$ cat src/rtl/oka_pkg.sv
// oka_pkg: FSM state type, default field polynomial and a reference carry-less multiply
package oka_pkg;
  typedef enum logic [2:0] {IDLE, LO, MID, HI, DONE} state_t;
  localparam logic [31:0] DEFAULT_POLY = 32'h0000_008D;
  function automatic logic [127:0] clmul_ref(input logic [63:0] x, input logic [63:0] y, input int n);
    logic [127:0] r;
    r = '0;
    for (int i = 0; i < n; i++)
      if (y[i]) r = r ^ ({64'd0, x} << i);
    return r;
  endfunction
endpackage

$ cat src/rtl/oka_clmul_core.sv
// oka_clmul_core: combinational schoolbook carry-less multiply, H x H -> 2H-1
module oka_clmul_core #(
  parameter int H = 16
) (
  input  logic [H-1:0]   x,
  input  logic [H-1:0]   y,
  output logic [2*H-2:0] p
);
  localparam int P = 2 * H - 1;
  always_comb begin
    p = '0;
    for (int i = 0; i < H; i++)
      p = p ^ (y[i] ? (P'(x) << i) : '0);
  end
endmodule

$ cat src/rtl/oka_seq_mul.sv
// oka_seq_mul: sequential Karatsuba GF(2) multiplier on one shared half-width core; OKA_MOD_REDUCE_EN adds y_red
module oka_seq_mul
  import oka_pkg::*;
#(
  parameter int             W    = 32,
  parameter logic [W-1:0]   POLY = W'(DEFAULT_POLY)
) (
  input  logic           clk,
  input  logic           rst,
  input  logic [W-1:0]   a,
  input  logic [W-1:0]   b,
  input  logic           in_valid,
  output logic           in_ready,
  output logic [2*W-2:0] y,
  output logic           out_valid,
  input  logic           out_ready
`ifdef OKA_MOD_REDUCE_EN
  ,
  output logic [W-1:0]   y_red
`endif
);
  localparam int H = W / 2;
  state_t         state;
  logic [W-1:0]   ra, rb;
  logic [W-2:0]   z0, zm, zc, mid;
  logic [H-1:0]   cx, cy;
  logic [2*W-2:0] y_next;
  assign in_ready = state == IDLE;
  always_comb begin
    cx = state == LO ? ra[H-1:0] : state == MID ? ra[H-1:0] ^ ra[W-1:H] : ra[W-1:H];
    cy = state == LO ? rb[H-1:0] : state == MID ? rb[H-1:0] ^ rb[W-1:H] : rb[W-1:H];
  end
  oka_clmul_core #(.H(H)) u_core (.x(cx), .y(cy), .p(zc));
  // In HI the core output is z2; the middle term needs z0 and z2 removed from zm.
  assign mid    = zm ^ z0 ^ zc;
  assign y_next = {zc, {W{1'b0}}} ^ {{H{1'b0}}, mid, {H{1'b0}}} ^ {{W{1'b0}}, z0};
`ifdef OKA_MOD_REDUCE_EN
  logic [2*W-2:0] r;
  always_comb begin
    r = y_next;
    for (int i = 2 * W - 2; i >= W; i--)
      if (r[i]) r = r ^ ((2*W-1)'(POLY) << (i - W)) ^ ((2*W-1)'(1) << i);
  end
`endif
  always_ff @(posedge clk) begin
    if (rst) begin
      state     <= IDLE;
      out_valid <= 1'b0;
      y         <= '0;
      ra        <= '0;
      rb        <= '0;
      z0        <= '0;
      zm        <= '0;
`ifdef OKA_MOD_REDUCE_EN
      y_red     <= '0;
`endif
    end else begin
      case (state)
        IDLE: if (in_valid) begin
          ra    <= a;
          rb    <= b;
          state <= LO;
        end
        LO: begin
          z0    <= zc;
          state <= MID;
        end
        MID: begin
          zm    <= zc;
          state <= HI;
        end
        HI: begin
          y         <= y_next;
`ifdef OKA_MOD_REDUCE_EN
          y_red     <= r[W-1:0];
`endif
          out_valid <= 1'b1;
          state     <= DONE;
        end
        DONE: if (out_ready) begin
          out_valid <= 1'b0;
          state     <= IDLE;
        end
        default: state <= IDLE;
      endcase
    end
  end
endmodule
$ cat config.mk
export PLATFORM = sky130hd
export DESIGN_NAME = oka_seq_mul
export DESIGN_NICKNAME = d
export VERILOG_FILES = /design/src/rtl/oka_pkg.sv /design/src/rtl/oka_clmul_core.sv /design/src/rtl/oka_seq_mul.sv
export SDC_FILE = /design/constraint.sdc
export NUM_CORES = 1
export LEC_CHECK = 0
export CAP_MARGIN = 0
export CORE_MARGIN = 5
export CORE_UTILIZATION = 45
export DETAILED_ROUTE_END_ITERATION = 12
export PLACE_DENSITY = 0.67
export SYNTH_ARGS = -nofsm -noshare
export SYNTH_HDL_FRONTEND = slang
export SYNTH_SLANG_ARGS = --single-unit
$ cat constraint.sdc
create_clock -name clk -period 3.6 [get_ports clk]
set_clock_uncertainty 0.1 [all_clocks]
set_input_delay 0.72 -clock clk [delete_from_list [all_inputs] [get_ports clk]]
set_output_delay 0.72 -clock clk [all_outputs]
set_load 0.05 [all_outputs]
# Word level (Yosys, flattened, before mapping)
# Cells that the tools add are included.
# word_totals
reg_bits,193
latchBits,0
ram_bits,0
romBits,0
input_bits,68
out_inout_bits,65
mem_count,0
# classes
addsub,0
multipliers,0
div,0
magnitude_cmp,0
eq_ne,6
n_shift,0
n_mux,25
bitwise_logic,21
n_reduce_logical,5
# op_table
operator,count
bitwise XOR 31 bit,13
two-way mux 16 bit,5
bitwise XOR 63 x 31 -> 63 bit,1
bitwise XOR 63 x 47 -> 63 bit,1
bitwise XOR 16 bit,2
two-way mux 31 bit,1
bitwise XOR 31 x 27 -> 31 bit,1
bitwise XOR 31 x 28 -> 31 bit,1
bitwise XOR 31 x 29 -> 31 bit,1
bitwise XOR 31 x 30 -> 31 bit,1
two-way mux 30 bit,1
two-way mux 29 bit,1
two-way mux 28 bit,1
two-way mux 27 bit,1
two-way mux 26 bit,1
two-way mux 25 bit,1
two-way mux 24 bit,1
two-way mux 23 bit,1
two-way mux 22 bit,1
two-way mux 21 bit,1
two-way mux 20 bit,1
two-way mux 19 bit,1
two-way mux 18 bit,1
two-way mux 17 bit,1
11 further kinds,16

# Logic depth before layout (Yosys ltp)
# Gate-level depths: netlist (run 1).
# depth
ltp_word,22
mapped_depth,13
mapped_depth_nobuf,9

# Hierarchy
# A second synthesis (run 1) with hierarchy kept.
# unflattened
hier_cells,1584
hier_area_um2,11982.7
# by_module_without_submodules
mod,instances,cells_each,area_per_inst_um2,seq_area_each_um2
oka_seq_mul,1,1039,8241.7,3863.7
oka_clmul_core,1,545,3741.1,0.0

# Least setup slack after synthesis (run 1)
# No wires, ideal clock.
# synth_path
path_type,flip-flop to flip-flop
startpoint,register state[0]
endpoint,register rb[14]
setup_time_ns,0.071
arrival_time_ns,2.848
required_time_ns,3.429
path_slack_ns,0.582
stages_incl_launch_ff,9
n_path_buf,4
period_less_slack_ns,3.018
cell_sequence,dfxtp_1 buf_6 clkbuf_1 nor3_1 and2_1 clkbuf_1 buf_1 nand2_1 a21oi_1
# synth_via
elab_chain_cells,2
# synth_lines
element,line_no,rtl
start: declaration,oka_seq_mul.sv:23,state_t state;
start signal: assignment,oka_seq_mul.sv:47,state <= IDLE;
start signal: assignment,oka_seq_mul.sv:62,state <= LO;
start signal: assignment,oka_seq_mul.sv:66,state <= MID;
zero test 3 bit,--,
named net in_ready,oka_seq_mul.sv:13,"output logic in_ready,"
AND reduction 2 bit (no source line),--,
end signal: assignment,oka_seq_mul.sv:51,rb <= '0;
end signal: assignment,oka_seq_mul.sv:61,rb <= b;
end: declaration,oka_seq_mul.sv:24,"logic [W-1:0] ra, rb;"
# The timed path passes the listed nets, and every way through them passes these cells.
# A chain may end at the register's enable or synchronous reset.

# Worst setup path after layout (run 1)
# layout_path
startpoint,register state[2]
endpoint,register y[36]
# layout_via
elab_chain_cells,21
word_cells_on_any_way,41
classes_between,eq/ne (3); mux (20); bitwise (18)
# layout_lines
element,line_no,rtl
== test 3 x 2 -> 1 bit,"oka_seq_mul.sv:30, oka_seq_mul.sv:31",
two-way mux 16 bit (on tied branches) (2 in series),"oka_seq_mul.sv:30, oka_seq_mul.sv:31",
two-way mux 16 bit or two-way mux 17 bit (tied branches),oka_clmul_core.sv:13,p = p ^ (y[i] ? (P'(x) << i) : '0);
bitwise XOR 31 bit (10 in series),oka_clmul_core.sv:13,
bitwise XOR 31 x 27 -> 31 bit,oka_clmul_core.sv:13,
bitwise XOR 31 x 28 -> 31 bit,oka_clmul_core.sv:13,
bitwise XOR 31 x 29 -> 31 bit,oka_clmul_core.sv:13,
bitwise XOR 31 x 30 -> 31 bit,oka_clmul_core.sv:13,
bitwise XOR 31 bit,oka_clmul_core.sv:13,
bitwise XOR 63 x 47 -> 63 bit,oka_seq_mul.sv:36,"assign y_next = {zc, {W{1'b0}}} ^ {{H{1'b0}}, mid, {H{1'b0}}} ^ {{W{1'b0}}, z0};"
bitwise XOR 63 x 31 -> 63 bit,oka_seq_mul.sv:36,
end signal: assignment,oka_seq_mul.sv:73,y <= y_next;
end: declaration,oka_seq_mul.sv:14,"output logic [2*W-2:0] y,"
# Parallel ways exist; a longest one is shown, timed or not.

==> flow_metrics.py, run 1 <==
metrics = {
    "status": {
        "status": "finished clean",
    },
    "power": {
        "p_leak_nw": 5.17,
        "power_w": 0.00636,
        "powerDensity_nw_per_um2": 432,
        "irDropWorstVdd_uv": 316,
    },
    "timing": {
        "finalSetupViolations": 0,
        "fmax_mhz": 293,
        "slew_headroom_pct": 44.8,
        "fin_setup_tns_ns": 0,
        "timing.final.max_slew_violations": 0,
        "period_minus_slack_ns": 3.42,
        "setup_ws_ns": 0.184,
        "tightest_slew_ns": 0.827,
        "hold_viol": 0,
        "rsz0062_at_grt": "no",
        "layout_worst_path_cycle_share_pct": 94.9,
    },
    "detailed_routing": {
        "vias_per_cell": 5.37,
        "dr.pass1.iters": 5,
        "vias": 10748,
        "wl_per_cell_um": 17.6,
        "drc": 0,
        "drt_wl_total_um": 35200,
        "drt_iter0_drc": 695,
        "ant_nets": 0,
    },
    "finish": {
        "regArea_um2": 3860,
        "diodes": 0,
        "multiInputGateArea_um2": 7790,
        "stdcell_count": 2000,
        "final_util_pct": 54.8,
        "fill_cells": 2494,
        "drive_gt1_share_pct": 9.83,
        "final_nets": 1714,
        "area_growth_pct": 20.4,
    },
    "synthesis": {
        "syn_area_per_cell_um2": 7.97,
        "synth-seq-cells": 193,
        "synthCells": 1535,
        "ys_warn_count": 0,
        "seq_area_frac_synth_pct": 31.6,
        "syn_area_um2": 12200,
        "synth_top_area_cell": "dfxtp_1",
        "netlist.area_leader.share_pct": 31.6,
        "yosys-top-cells-area": "dfxtp_1 32%, nand2_1 16%, xnor2_1 12%",
        "async_flop_share_pct": 0,
        "synth_edf_count": 0,
        "synth_ff_type": "dfxtp_1",
        "syn_nets": 1603,
        "ys_types": 42,
    },
    "worst_setup_path": {
        "arrival_ns": 3.67,
        "worst-setup-path-type": "flop to flop",
        "cp-start-kind": "flop",
        "crit_fanout": 16,
        "end_kind": "flop",
        "worst_ep_required_time_ns": 3.86,
    },
    "clocking": {
        "cts_made_buffers": 17,
        "cts_max_level": 4,
        "insertion_delay_ns": 0.45,
        "clkSlewWorstSetupHoldPaths_ns": 0.08,
        "clock-sinks": 193,
        "clk_path_buf_depth": 2,
        "cts_tree": "done",
        "cts_root_buf": "clkbuf_16",
    },
    "placed_design": {
        "port_buffers": 132,
        "dp_cells": 1966,
        "place.gp.congestion": 0.871,
        "place_ws_ns": 0.180,
        "dp_hpwl_um": 24000,
    },
    "global_route": {
        "grt_pass1_vias": 10357,
        "grt_overflow": 0,
        "antenna_found_initial": 0,
        "grt_max_degree": 102,
        "grt_pass1_wl_um": 56300,
        "grt_use_total_pct": 22.7,
    },
    "floorplan": {
        "core_area_um2": 26900,
        "die_w_um": 175,
        "dieArea_um2": 30600,
        "initial_core_util_pct": 45.5,
        "die_h_um": 175,
        "num_io_pins": 133,
        "fp-row-count": 60,
    },
    "run": {
        "drv_cap": 0,
    },
    "worst_hold_path": {
        "hp-class": "flop to flop",
    },
}
layout by cell type, fill, tap and decap left out, types with 18 or more instances in the layout:
master	n
nand2_1	513
dfxtp_1	193
xnor2_1	166
a21oi_1	149
clkdlybuf4s50_1	131
nor2_1	92
buf_4	63
xor2_1	60
a211oi_1	59
xnor3_1	42
o22ai_1	31
a211oi_2	19
nor2b_1	18
cell type report:
class,count,share of cell area (%)
repair buffers,205,13.6
well taps,341,2.90
clock inverters,15,1.43
inverters,3,0.0765
multi-input cells,1226,52.9
flip-flops and latches,193,26.2
clock buffers,17,2.89
per-layer routing:
layer	global-route usage [%]	part of all wire [%]	routed length, um	vias to the layer above
li1	-	-	-	5236
met1	31.0	45	15900	5149
met2	38.3	48	16900	322
met3	2.73	5.3	1850	41
met4	6.32	1.7	605	0
met5	0	0	0	-
kinds of logic after synthesis:
kind of cell | Yosys count | synth area share, %
XOR/XNOR | 277 | 25.4
flip-flops | 193 | 31.6
buffers and inverters | 116 | 4.91
AND/OR/NAND/NOR | 661 | 21.4
AO/OA/AOI/OAI | 288 | 16.7
critical path, cell delays in order (launching register included):
cell and delay [ns]:
dfxtp_1 0.47, nand2b_1 0.17, buf_4 0.23, o22ai_1 0.15, a211oi_4 0.42, buf_4 0.26, nand2_1 0.08, xnor2_1 0.14
xnor2_1 0.30, xnor3_1 0.38, xor3_1 0.38, a211oi_1 0.24
path summary, 6_finish.rpt:
check            from     to  cells after the start  slack [ns]
max          state[2]  y[36]                     11        0.18
min             y[19]  y[19]                      2        0.35
max reg2reg  state[2]  y[36]                     11        0.18
min reg2reg     y[19]  y[19]                      2        0.35
metrics by stage:
| stage | hold slack, ns | instance area [um2] |
|---|---|---|
| 6_report | 0.353 | 14700 |
| 4_1_cts | 0.355 | 14700 |
| 3_5_place_dp | 0.344 | 14100 |
| 2_1_floorplan | 0.337 | 12200 |
| 5_1_grt | 0.384 | 14700 |
| 3_3_place_gp | 0.345 | 14100 |
state kept, by name, indices dropped and copies added, names as in the netlist:
| name | flops |
|---|---|
| rb | 32 |
| out_valid | 1 |
| state | 3 |
| z0 | 31 |
| zm | 31 |
| y | 63 |
| ra | 32 |
where the power goes:
part	switching (W)	leakage [nW]	internal [W]	total, W
logic	0.00111	3.29	0.000802	0.00191
registers	0.000122	1.57	0.00227	0.00239
clock network	0.00102	0.310	0.00104	0.00206
total	0.00225	5.17	0.00410	0.00636
what timing repair did:
action,in CTS,in global routing
hold buffers,0,0
gates resized for setup,0,1
endpoints found under the hold margin,0,0
endpoints found under the setup margin,0,11
setup buffers,0,2
synthesized netlist by cell type (3+ instances only):
library cell  count
a211oi_1         59
a211oi_2         20
a211oi_4         13
a21oi_1         149
a21oi_2           7
and3_1           16
buf_1             5
buf_2            21
buf_4            18
buf_6             8
clkbuf_1         60
dfxtp_1         193
nand2_1         514
nand3_1           3
nor2_1           94
nor2b_1          18
nor3_1            5
o22ai_1          31
xnor2_1         166
xnor2_2           4
xnor3_1          42
xor2_1           60
xor3_1            3
No activity file was read; power rests on OpenSTA's default activity.
==> inputs of run 2 (changes only) <==
--- a/config.mk
+++ b/config.mk
@@ -5,11 +5,12 @@
 export SDC_FILE = /design/constraint.sdc
 export NUM_CORES = 1
 export LEC_CHECK = 0
+export ABC_AREA = 1
 export CAP_MARGIN = 0
 export CORE_MARGIN = 5
 export CORE_UTILIZATION = 45
 export DETAILED_ROUTE_END_ITERATION = 12
-export PLACE_DENSITY = 0.67
+export PLACE_DENSITY = 0.64
 export SYNTH_ARGS = -nofsm -noshare
 export SYNTH_HDL_FRONTEND = slang
 export SYNTH_SLANG_ARGS = --single-unit
==> run 2 against run 1 <==
Clock-buffer cell count up 2; design area up 6.6%; global-route usage up 3.4 points; first-iteration DRC count up 62%; die area up 10%; cell count up 33%; utilization down 2.0 points; synthesized area up 11%.
==> flow_metrics.py, run 2 <==
metrics = {
    "clocking": {
        "cts_resized": 0,
        "cts_root_buf": "clkbuf_16",
        "cts_tree": "done",
        "cts_made_buffers": 17,
        "clkSlewWorstSetupHoldPaths_ns": 0.08,
        "clock-sinks": 193,
        "cts_max_level": 4,
        "insertion_delay_ns": 0.44,
        "postCtsHoldBufs": 0,
        "clk_path_buf_depth": 2,
        "post_cts_buffers": 0,
    },
    "synthesis": {
        "syn_nets": 2241,
        "yosysMostFrequentCell": "nand2_1",
        "synthCells": 2173,
        "synth_ff_type": "dfxtp_1",
        "syn_area_per_cell_um2": 6.24,
        "ys_warn_count": 0,
        "synth-seq-cells": 193,
        "netlist.area_leader.share_pct": 28.5,
        "yosys-top-cells-count": "619 x nand2_1, 286 x nor2_1, 215 x inv_1",
        "synth_top_area_cell": "dfxtp_1",
        "async_flop_share_pct": 0,
        "ys_types": 38,
        "syn_area_um2": 13600,
        "seq_area_frac_synth_pct": 28.5,
        "synth_edf_count": 0,
        "yosys-top-cells-area": "dfxtp_1 28%, nand2_1 17%, nor2_1 7.9%",
    },
    "global_route": {
        "antenna_found_initial": 0,
        "grt_pass1_vias": 12731,
        "grt_overflow": 0,
        "grt_max_degree": 57,
        "grt_pass1_wl_um": 70100,
        "grt_use_total_pct": 26.1,
    },
    "detailed_routing": {
        "drc": 0,
        "drt_wl_total_um": 44900,
        "vias_per_cell": 5.19,
        "dr.pass1.iters": 8,
        "drt_iter0_drc": 1129,
        "ant_nets": 0,
        "vias": 13822,
        "wl_per_cell_um": 16.9,
    },
    "power": {
        "sw_frac_of_total_pct": 39.1,
        "p_sw_w": 0.00250,
        "p_leak_nw": 7.10,
        "powerDensity_nw_per_um2": 406,
        "irDropWorstVdd_uv": 352,
        "p_int_w": 0.00388,
        "p_seq_share_pct": 37.8,
        "p_clk_share_pct": 28.8,
        "combPwrFrac_pct": 33.4,
    },
    "timing": {
        "setup_ws_ns": 0.361,
        "slew_headroom_pct": 41.5,
        "fin_setup_tns_ns": 0,
        "period_minus_slack_ns": 3.24,
        "finalSetupViolations": 0,
        "layout_worst_path_cycle_share_pct": 90.0,
        "rsz0062_at_grt": "no",
        "hold_viol": 0,
        "timing.final.max_slew_violations": 0,
        "tightest_slew_ns": 0.877,
        "fmax_mhz": 309,
    },
    "finish": {
        "final_util_pct": 52.8,
        "regMostFlops": "y",
        "final_area_um2": 15700,
        "mostFrequentLayoutCells": "618 x nand2_1, 285 x nor2_1, 213 x inv_1, 193 x dfxtp_1, 164 x nand3_1",
        "top_regs": "y x63, ra x32, rb x32",
        "largest_reg_flops": 63,
        "fill_cells": 3028,
        "diodes": 0,
        "mostFrequentLayoutCell": "nand2_1",
        "area_growth_pct": 15.7,
        "final_nets": 2327,
        "stdcell_count": 2662,
        "drive_gt1_share_pct": 7.70,
    },
    "placed_design": {
        "port_buffers": 132,
        "dp_cells": 2630,
        "place_ws_ns": 0.388,
        "place.gp.congestion": 0.986,
        "placed_area_um2": 15100,
        "dp_hpwl_um": 32500,
    },
    "floorplan": {
        "fp-row-count": 63,
        "num_io_pins": 133,
        "initial_core_util_pct": 45.7,
        "core_area_um2": 29700,
        "die_w_um": 184,
        "dieArea_um2": 33700,
        "die_h_um": 184,
    },
    "status": {
        "status": "finished clean",
    },
    "run": {
        "drv_cap": 0,
    },
    "worst_setup_path": {
        "end_kind": "flop",
        "arrival_ns": 3.50,
        "cp-start-kind": "flop",
        "crit_fanout": 12,
        "worst-setup-path-type": "flop to flop",
        "worst_ep_required_time_ns": 3.86,
    },
    "worst_hold_path": {
        "hp-class": "flop to flop",
    },
}
==> run 2: cell count changes in the layout (fill, tap and decap cells not counted), moves of 19 or more <==
cell / delta
a211oi_1: -59
a211oi_2: -19
a21oi_1: -36
inv_1: +211
nand2_1: +105
nand2_2: +28
nand3_1: +161
nand4_1: +32
nor2_1: +193
nor2_2: +22
o21ai_0: +108
o22ai_1: -31
xnor2_1: -56
xnor3_1: -42
==> run 2: final cells by class <==
type	count	area [um2]	area share [%]
Inverter	230	866	5.52
Timing Repair Buffer	176	1650	10.5
Clock buffer	19	433	2.76
Multi-Input combinational cell	1641	8270	52.7
Tap cell	390	488	3.11
Clock inverter	13	124	0.789
Sequential cell	193	3860	24.6
==> run 2: worst max-delay path, cell delays in order, from the launching register on <==
cell and delay, ns:
dfxtp_1 0.42, nor2_2 0.08, nand2_2 0.17, inv_2 0.18
nand2_1 0.11, nand2_1 0.06, a21oi_1 0.59, nand2_1 0.14
xnor2_1 0.34, nand3_1 0.19, nand2_1 0.10, nand2_1 0.05
nand2_1 0.07, inv_1 0.04, nand2_1 0.06, nand2_1 0.12
nand2_1 0.09, nand3_1 0.11, nand2_1 0.09, inv_1 0.04
==> run 2: path summary, 6_finish.rpt <==
| kind | startpoint | end | slack, ns | cells after the start |
|---|---|---|---|---|
| worst max-delay path | state[0] | y[31] | 0.36 | 19 |
| worst min-delay path | ra[31] | ra[31] | 0.37 | 2 |
| worst max register to register | state[0] | y[31] | 0.36 | 19 |
| worst min register to register | ra[31] | ra[31] | 0.37 | 2 |
==> run 2: layer usage <==
layer	part of all wire, %	track usage (%)	up-vias	routed length [um]
met5	0	0	-	0
met4	2.6	7.96	0	1190
met3	6.7	3.86	72	2990
met2	47	44.7	502	21100
met1	44	34.2	6328	19600
li1	-	-	6920	-
==> run 2: logic make-up after synthesis <==
group                  Yosys count  share of synthesized area [%]
AO/OA/AOI/OAI                  261                           10.2
buffers and inverters          339                           10.7
XOR/XNOR                       199                           13.9
AND/OR/NAND/NOR               1181                           36.7
flip-flops                     193                           28.5
==> run 2: through the flow <==
stage | hold slack [ns] | power [W]
finish | 0.368 | 0.00638
global route | 0.406 | 0.00672
CTS | 0.366 | 0.00640
detailed placement | 0.358 | 0.00456
global placement | 0.352 | 0.00453
floorplan | 0.341 | 0.00392
==> run 2: power by group through the flow <==
stage / registers [W] / clock network [W] / logic [W]
after CTS: 0.00241 / 0.00188 / 0.00211
after floorplan: 0.00251 / 0 / 0.00141
after global placement: 0.00245 / 0 / 0.00208
final: 0.00241 / 0.00184 / 0.00213
after detailed placement: 0.00246 / 0 / 0.00210
after global routing: 0.00243 / 0.00196 / 0.00233
